<file path="config.mk">
export PLATFORM = sky130hd
export DESIGN_NAME = rf_regfile_sb
export DESIGN_NICKNAME = d
export VERILOG_FILES = /design/src/rtl/rf_pkg.sv /design/src/rtl/rf_scoreboard.sv /design/src/rtl/rf_regfile_sb.sv
export SDC_FILE = /design/constraint.sdc
export NUM_CORES = 1
export LEC_CHECK = 0
export ABC_CLOCK_PERIOD_IN_PS = 2100
export BUFFER_PORTS_ARGS = -buffer_cell sky130_fd_sc_hd__buf_4
export CORE_MARGIN = 8
export CORE_UTILIZATION = 54
export CTS_CLUSTER_DIAMETER = 150
export DETAILED_ROUTE_END_ITERATION = 10
export GPL_TIMING_DRIVEN = 0
export PLACE_DENSITY_LB_ADDON = 0.05
export SYNTH_ARGS = -nofsm -noshare
export SYNTH_HDL_FRONTEND = slang
export SYNTH_HIERARCHICAL = 1
export SYNTH_SLANG_ARGS = --single-unit
</file>
<file path="constraint.sdc">
create_clock -name clk -period 2.1 [get_ports clk]
set_clock_uncertainty 0.2 [all_clocks]
set_input_delay 0.315 -clock clk [delete_from_list [all_inputs] [get_ports clk]]
set_output_delay 0.315 -clock clk [all_outputs]
set_load 0.01 [all_outputs]
</file>
<file path="src/rtl/rf_pkg.sv">
// Phase index constants shared by the register file, instruction decode and controller.
package rf_pkg;

  localparam int PHASE_W = 5;

  // Bit positions within the one-hot phase vector.
  localparam int F = 0;
  localparam int R = 1;
  localparam int X = 2;
  localparam int M = 3;
  localparam int W = 4;

endpackage

</file>
<file path="src/rtl/rf_scoreboard.sv">
// Per-register pending scoreboard: set on reservation, clear on performed write,
// set wins on collision; answers blk() for the two read addresses.
module rf_scoreboard
  import rf_pkg::*;
#(
  parameter int ADDR_W   = 3,
  parameter int ZERO_REG = 0,
  localparam int DEPTH   = 1 << ADDR_W
) (
  input  logic              clk,
  input  logic              rst,
  input  logic              set_en,
  input  logic [ADDR_W-1:0] set_addr,
  input  logic              clr_en,
  input  logic [ADDR_W-1:0] clr_addr,
  input  logic              clr_fwd,
  input  logic [ADDR_W-1:0] ra1,
  input  logic [ADDR_W-1:0] ra2,
  output logic [DEPTH-1:0]  pending,
  output logic              blk1,
  output logic              blk2
);

  logic [DEPTH-1:0] pend_q;
  logic [DEPTH-1:0] pend_d;

  for (genvar gi = 0; gi < DEPTH; gi++) begin : g_bit
    logic set_hit;
    logic clr_hit;
    assign set_hit = set_en && (set_addr == ADDR_W'(gi));
    assign clr_hit = clr_en && (clr_addr == ADDR_W'(gi));
    assign pend_d[gi] = (ZERO_REG != 0 && gi == 0) ? 1'b0 :
                        set_hit                    ? 1'b1 :
                        clr_hit                    ? 1'b0 : pend_q[gi];
  end

  always_ff @(posedge clk) begin
    if (rst) pend_q <= '0;
    else     pend_q <= pend_d;
  end

  // A same-cycle write to the read address only unblocks it when its data is forwarded.
  assign blk1 = pend_q[ra1] & ~(clr_fwd & clr_en & (clr_addr == ra1));
  assign blk2 = pend_q[ra2] & ~(clr_fwd & clr_en & (clr_addr == ra2));

  assign pending = pend_q;

endmodule

</file>
<file path="src/rtl/rf_regfile_sb.sv">
// Parametrised register file with pending scoreboard and single-word debug port.
// Optional macro RF_BYPASS_EN forwards same-cycle write data to the read ports.
module rf_regfile_sb
  import rf_pkg::*;
#(
  parameter int          DATA_W    = 32,
  parameter int          ADDR_W    = 3,
  parameter logic [63:0] RESET_VAL = 64'd1,
  parameter int          ZERO_REG  = 0,
  localparam int         DEPTH     = 1 << ADDR_W
) (
  input  logic               clk,
  input  logic               rst,
  input  logic [PHASE_W-1:0] phase,
  input  logic [ADDR_W-1:0]  ra1,
  input  logic [ADDR_W-1:0]  ra2,
  output logic [DATA_W-1:0]  rd1,
  output logic [DATA_W-1:0]  rd2,
  input  logic [ADDR_W-1:0]  wa,
  input  logic [DATA_W-1:0]  wd,
  input  logic               we,
  input  logic               res_en,
  input  logic [ADDR_W-1:0]  res_addr,
  output logic [DEPTH-1:0]   pending,
  output logic               hazard,
  input  logic [ADDR_W-1:0]  dbg_addr,
  output logic [DATA_W-1:0]  dbg_data
);

`ifdef RF_BYPASS_EN
  localparam bit BYPASS = 1'b1;
`else
  localparam bit BYPASS = 1'b0;
`endif

  logic [DATA_W-1:0] mem_q [DEPTH];
  logic [DATA_W-1:0] mem_d [DEPTH];
  logic [DATA_W-1:0] rd1_q, rd1_d, rd2_q, rd2_d;
  logic              wr_do, rd_do, blk1, blk2;
  logic              unused_phase;

  assign unused_phase = ^{phase[F], phase[X], phase[M]};

  // Writes to the hard-wired zero register are dropped entirely, so they never clear pending.
  assign wr_do = phase[W] & we & ~((ZERO_REG != 0) && (wa == '0));

  for (genvar gi = 0; gi < DEPTH; gi++) begin : g_reg
    localparam logic [DATA_W-1:0] RST_V =
      (ZERO_REG != 0 && gi == 0) ? '0 : RESET_VAL[DATA_W-1:0];
    assign mem_d[gi] = rst                                 ? RST_V :
                       (wr_do && (wa == ADDR_W'(gi)))      ? wd    : mem_q[gi];
  end

  always_ff @(posedge clk) begin
    mem_q <= mem_d;
  end

  rf_scoreboard #(
    .ADDR_W   (ADDR_W),
    .ZERO_REG (ZERO_REG)
  ) u_sb (
    .clk      (clk),
    .rst      (rst),
    .set_en   (res_en),
    .set_addr (res_addr),
    .clr_en   (wr_do),
    .clr_addr (wa),
    .clr_fwd  (BYPASS),
    .ra1      (ra1),
    .ra2      (ra2),
    .pending  (pending),
    .blk1     (blk1),
    .blk2     (blk2)
  );

  assign hazard = phase[R] & (blk1 | blk2);
  assign rd_do  = phase[R] & ~hazard;

  always_comb begin
    rd1_d = mem_q[ra1];
    rd2_d = mem_q[ra2];
    if (BYPASS && wr_do && (wa == ra1)) rd1_d = wd;
    if (BYPASS && wr_do && (wa == ra2)) rd2_d = wd;
    // Zero register wins over forwarding.
    if ((ZERO_REG != 0) && (ra1 == '0)) rd1_d = '0;
    if ((ZERO_REG != 0) && (ra2 == '0)) rd2_d = '0;
  end

  always_ff @(posedge clk) begin
    if (rst) begin
      rd1_q <= '0;
      rd2_q <= '0;
    end else if (rd_do) begin
      rd1_q <= rd1_d;
      rd2_q <= rd2_d;
    end
  end

  assign rd1      = rd1_q;
  assign rd2      = rd2_q;
  assign dbg_data = mem_q[dbg_addr];

endmodule
</file>
==> results of run 1 <==
[worst max path at each step]
stage / endpoint / slack [ns] / startpoint / cells past startpoint
floorplan: rd2[2] / 0.04 / u_sb/pending[0] / 9
global placement: rd1[16] / -0.82 / ra1[1] / 10
detailed placement: rd2[22] / -0.84 / ra1[1] / 9
CTS: dbg_data[8] / -0.19 / mem_q[136] / 3
global route: hazard / -0.30 / u_sb/pending[4] / 6
finish: hazard / -0.27 / u_sb/pending[0] / 6
[report_power, final]
group          internal (mW)  switching (mW)
registers               6.42           0.152
logic                   1.21            1.82
clock network           3.38            2.70
[critical path: stages, from the launching register on]
cell and delay [ns]:
dfxtp_2 0.32, and2b_1 0.15, a2111oi_1 0.33, nor4_1 0.11, nor2_1 0.21, nor2b_1 0.07
buf_4 0.14
[area by class of cell]
type                       instances  area, sq um
timing repair buffer             300         2680
buffer                           214         1360
fill                            2432         8540
clock inverter                     9         52.6
tap                              442          553
clock buffer                      52         1020
sequential                       328         6800
multi-input combinational       1539        11300
[flip-flops by register name (all words and copies together), names as in the netlist]
| register | flops |
|---|---|
| mem_q | 256 |
| rd1 | 32 |
| rd2 | 32 |
| u_sb/pending | 8 |
[layer usage]
| metal | vias up | wire [um] |
|---|---|---|
| met5 | - | 0 |
| met4 | 0 | 5280 |
| met3 | 366 | 10500 |
| met2 | 1549 | 34800 |
| met1 | 8901 | 28200 |
| li1 | 7978 | - |
[cells by family (layout without fill, tap and decap cells)]
logic type,count (synthesis),count (layout),synth area share [%]
multiplexers,358,358,25.2
AO/OA/AOI/OAI,460,460,15.0
flip-flops,328,328,37.4
buffers and inverters,214,575,5.57
other,1,1,0.0213
XOR/XNOR,6,6,0.299
AND/OR/NAND/NOR,713,714,16.5
[cells in the final DEF (no fill, tap or decap), types with 15 or more instances in the layout]
cell type      instances
clkbuf_1              99
nand2_1              521
a21oi_4               45
buf_6                 42
dlygate4sd3_1         43
a21oi_2               16
dfxtp_2              183
clkbuf_16             50
mux2i_1              256
nor3_1                15
a22oi_1              127
mux2_4                37
nor3_2                51
buf_4                214
nor2_1                28
mux4_2                64
buf_2                 82
nor2_4                23
dfxtp_1              144
nor2_2                23
a21oi_1              259
[synth_stat cells, types with 13 or more instances]
master,count,area share [%]
nor2_1,74,1.6
dfxtp_1,328,37
nand2_1,522,11
a21oi_1,320,9.1
buf_2,90,2.6
nor3_1,64,1.8
mux2i_1,256,15
a22oi_1,128,5.5
mux4_2,64,8.2
buf_4,13,0.56
clkbuf_1,105,2.2
mux2_2,35,2.2
[through the flow]
step	hold WS [ns]	TNS (ns)	worst slack (ns)	utilization, %	instances
after floorplan	0.258	0	0.0362	-	2080
after global placement	0.267	-83.34	-0.818	59.0	2643
after detailed placement	0.276	-89.22	-0.844	59.0	2643
after CTS	0.0188	-10.57	-0.193	71.0	2863
after global routing	0.0317	-20.04	-0.302	73.5	2884
final	0.0160	-17.61	-0.272	73.5	2884
[repair_timing]
item	in CTS	in global routing
gates cloned	11	3
buffers inserted	104	23
hold buffers	44	0
resized for setup	422	195
setup endpoints to repair	97	98
endpoints found under the hold margin	257	0
pin swaps	55	48
==> flow_metrics.env, run 1 <==
export IMPL_min_path_cells=4
export IMPL_status="complete, but fails checks"
export IMPL_maxCapViolations=0
export IMPL_synthFlopType="dfxtp_1"
export IMPL_r2r_start="u_sb/pending[0]"
export IMPL_ys_async_sr_fraction_pct=0
export IMPL_finalCritPeriodShare_pct=113
export IMPL_yosysSeqAreaShare_pct=37.4
export IMPL_top_usage_layer="met2"
export IMPL_met2_usage_pct=59.6
export IMPL_drt_first_pass_iters=6
export IMPL_clock_latency_ns=0.54
export IMPL_place_area_sq_um=19000
export IMPL_fp_row_count=66
export IMPL_finalWeightedCongestion=0.946
export IMPL_fin_crit_ns=2.37
export IMPL_final_setup_worst_slack_ns=-0.272
export IMPL_critical_path_max_fanout=3
export IMPL_ys_seq_elements=328
export IMPL_hold_class="in -> reg"
export IMPL_h_tree_depth=2
export IMPL_diodes=0
export IMPL_met1_usage_pct=46.6
export IMPL_antenna_left=0
export IMPL_synth_nets=2136
export IMPL_cts_buffers=37
export IMPL_grt_setup_unrepaired="true"
export IMPL_wl_um=78700
export IMPL_grt_ovfl_total=0
export IMPL_timing_hold_violations_final=0
export IMPL_antenna_found_initial=0
export IMPL_die_width_um=196
export IMPL_grt_pass1_vias=18300
export IMPL_violations="setup timing"
export IMPL_cp_end_kind="output pin"
export IMPL_cts_sinks=328
export IMPL_syn2layout_area_growth_pct=35.1
export IMPL_io_pins=161
export IMPL_design_area_sq_um=23700
export IMPL_cp_required_ns=1.58
export IMPL_p_leak_nw=9.20
export IMPL_drt_iter0_drc=2624
export IMPL_worst_pin_slew_ns=1.16
export IMPL_rrSetupSlack_ns=-0.26
export IMPL_clk_pin_slew_ns=0.06
export IMPL_critPathKind="reg -> out"
export IMPL_grt_usage_pct=38.6
export IMPL_grt_util_met3_pct=11.5
export IMPL_cts_root_buf="clkbuf_16"
export IMPL_fmax_mhz=422
export IMPL_die_y_um=196
export IMPL_io_buffers=121
export IMPL_cp_arrival_ns=1.86
export IMPL_nNetsFinal=2476
export IMPL_vias=18800
export IMPL_power_density_nw_per_um2=660
export IMPL_cts_tree="built"
export IMPL_layout_drive_gt1_share_pct=36.3
export IMPL_synth_area_sq_um=17600
export IMPL_reg2reg_to="rd2[18]"
export IMPL_hp_start="res_en"
export IMPL_yosys_warnings=6
export IMPL_routedWlPerCell_um=27.3
export IMPL_ir_drop_mv=0.550
export IMPL_dieArea_sq_um=38600
export IMPL_p_total_mw=15.7
export IMPL_post_route_drc_count=0
export IMPL_core_sq_um=32300
export IMPL_grt_first_pass_wirelength_um=112000
export IMPL_ys_types=35
export IMPL_cts_path_max_buffers=3
export IMPL_start_util_pct=54.4
export IMPL_avgViaCountPerCell=6.52
export IMPL_grt_max_degree=13
export IMPL_syn_inst=2080
export IMPL_slew_viol_final=0
export IMPL_critPathLaunchType="register"
export IMPL_holdPathEnd="u_sb/pending[2]"
export IMPL_syn_area_per_cell_sq_um=8.45
export IMPL_max_slew_margin_rel_pct=22.7
export IMPL_synth_edf_count=0
export IMPL_hpwl_um=48700
export IMPL_ff2ff_path_depth=10
export IMPL_setup_viol=97
Note: power is estimated with default switching activity, not from simulation.
==> inputs of run 2 (changes only) <==
ABC_CLOCK_PERIOD_IN_PS = 2400   (was 2100)
CORE_UTILIZATION = 55   (was 54)
clock period = 2.4 ns   (was 2.1 ns; I/O delays follow)
==> run 2 against run 1 <==
  * The flow now finishes without violations
  * Wire length down 7.1%
  * Sequential cell count did not move
  * Critical path depth shrank 3
  * Sequential power shrank 13%
  * Largest cell class unchanged
  * Highest routed layer is now met5
==> flow_metrics.env, run 2 (synthesis results as in run 1) <==
export IMPL_critPathLaunchType="register"
export IMPL_regMostFlops="mem_q"
export IMPL_critical_path_max_fanout=4
export IMPL_clock_latency_ns=0.54
export IMPL_ir_drop_mv=0.497
export IMPL_fin_crit_ns=2.40
export IMPL_layout_drive_gt1_share_pct=18.7
export IMPL_cp_arrival_ns=1.84
export IMPL_p_comb_share_pct=14.9
export IMPL_setup_viol=0
export IMPL_cp_required_ns=1.84
export IMPL_pwr_share_clk_pct=42.9
export IMPL_post_route_drc_count=0
export IMPL_core_sq_um=31600
export IMPL_cts_path_max_buffers=3
export IMPL_drt_iter0_drc=2335
export IMPL_grt_pass1_vias=17400
export IMPL_routedWlPerCell_um=27.0
export IMPL_max_slew_margin_rel_pct=23.7
export IMPL_cp_end_kind="output pin"
export IMPL_fillCellCount=2719
export IMPL_clk_pin_slew_ns=0.06
export IMPL_p_sw_mw=3.78
export IMPL_nNetsFinal=2341
export IMPL_seq_power_share_pct=42.2
export IMPL_fp_row_count=65
export IMPL_start_util_pct=55.7
export IMPL_cts_sinks=328
export IMPL_hpwl_um=48300
export IMPL_critPathKind="reg -> out"
export IMPL_wl_um=73100
export IMPL_drt_first_pass_iters=7
export IMPL_whs_ns=0.0147
export IMPL_worst_pin_slew_ns=1.14
export IMPL_final_cell_mix="521 x nand2_1, 315 x dfxtp_1, 314 x a21oi_1"
export IMPL_p_total_mw=13.6
export IMPL_slew_viol_final=0
export IMPL_grt_first_pass_wirelength_um=107000
export IMPL_p_leak_nw=8.01
export IMPL_finalCritPeriodShare_pct=99.9
export IMPL_avgViaCountPerCell=6.55
export IMPL_cts_root_buf="clkbuf_16"
export IMPL_io_buffers=121
export IMPL_vias=17800
export IMPL_io_pins=161
export IMPL_cts_buffers=38
export IMPL_syn2layout_area_growth_pct=19.1
export IMPL_swShare_pct=27.9
export IMPL_hold_class="in -> reg"
export IMPL_maxCapViolations=0
export IMPL_dieArea_sq_um=37900
export IMPL_grt_setup_unrepaired="true"
export IMPL_status="completed"
export IMPL_die_y_um=195
export IMPL_grt_usage_pct=36.9
export IMPL_h_tree_depth=2
export IMPL_diodes=0
export IMPL_final_common_cell="nand2_1"
export IMPL_internal_power_mw=9.79
export IMPL_largest_reg_flops=256
export IMPL_antenna_left=0
export IMPL_finalWeightedCongestion=0.957
export IMPL_grt_ovfl_total=0
export IMPL_power_density_nw_per_um2=648
export IMPL_cts_tree="built"
export IMPL_timing_hold_violations_final=0
export IMPL_antenna_found_initial=1
export IMPL_grt_max_degree=13
export IMPL_fmax_mhz=417
export IMPL_die_width_um=195
==> run 2: cell types whose count changed in the layout (fill, tap and decap cells not counted), sizes merged <==
cell,before,now
buf,362,238
clkinv,7,2
bufinv,0,1
clkdlybuf4s15,1,0
dlygate4sd3,43,42
dlymetal6s4s,1,0
nand2,523,522
==> run 2: area by class of cell <==
cell class,count,area (sq um),share of cell area (%)
Clock inverter,5,57.6,0.275
Tap cell,402,503,2.40
Buffer,214,1140,5.45
Timing Repair Buffer,165,1350,6.44
Multi-Input combinational cell,1538,10100,48.4
Sequential cell,328,6590,31.5
Clock buffer,60,1160,5.57
==> run 2: worst max-delay path, stage by stage, from the launching register on <==
cell and delay [ns]:
dfxtp_1 0.34, mux4_2 0.50, mux2_2 0.31, buf_4 0.15
==> run 2: repair_timing <==
item / CTS / global route
gates resized for setup: 54 / 47
hold buffers: 42 / 0
hold endpoints to repair: 248 / 0
setup buffers: 1 / 1
pin swaps: 4 / 5
endpoints found under the setup margin: 92 / 55
==> run 2: stage by stage <==
step	TNS, ns	setup WS, ns	instance area, sq um	utilization [%]	instances
6_report	0	0.00325	20900	66.3	2712
5_1_grt	-1.12	-0.110	20900	66.3	2712
4_1_cts	0	0.00135	20800	65.9	2711
3_5_place_dp	-41.51	-0.550	19000	60.2	2603
3_3_place_gp	-38.84	-0.541	19000	60.2	2603
2_1_floorplan	0	0.278	17600	-	2080
==> run 2: path summary, 6_finish.rpt <==
check	cells after the start	startpoint	slack (ns)	endpoint
hold reg to reg	2	mem_q[43]	0.28	mem_q[43]
setup reg to reg	9	u_sb/pending[7]	0.02	rd2[16]
setup / recovery	3	mem_q[31]	0.003	dbg_data[31]
hold / removal	3	wd[31]	0.01	mem_q[223]
==> run 2: power by group through the flow <==
| stage | logic, mW | clock network [mW] | registers (mW) |
|---|---|---|---|
| finish | 2.02 | 5.81 | 5.73 |
| global route | 2.10 | 5.99 | 5.74 |
| CTS | 1.93 | 5.79 | 5.72 |
| detailed placement | 1.84 | 0 | 5.84 |
| global placement | 1.83 | 0 | 5.83 |
| floorplan | 1.02 | 0 | 5.87 |
==> run 2: metal layers <==
layer  global-route usage, %  vias up  share of wire (%)
li1                        -     7706                  -
met1                    45.6     8446                 37
met2                    56.6     1273                 44
met3                    10.5      326                 13
met4                    22.6        4                6.7
met5                       0        -               0.12
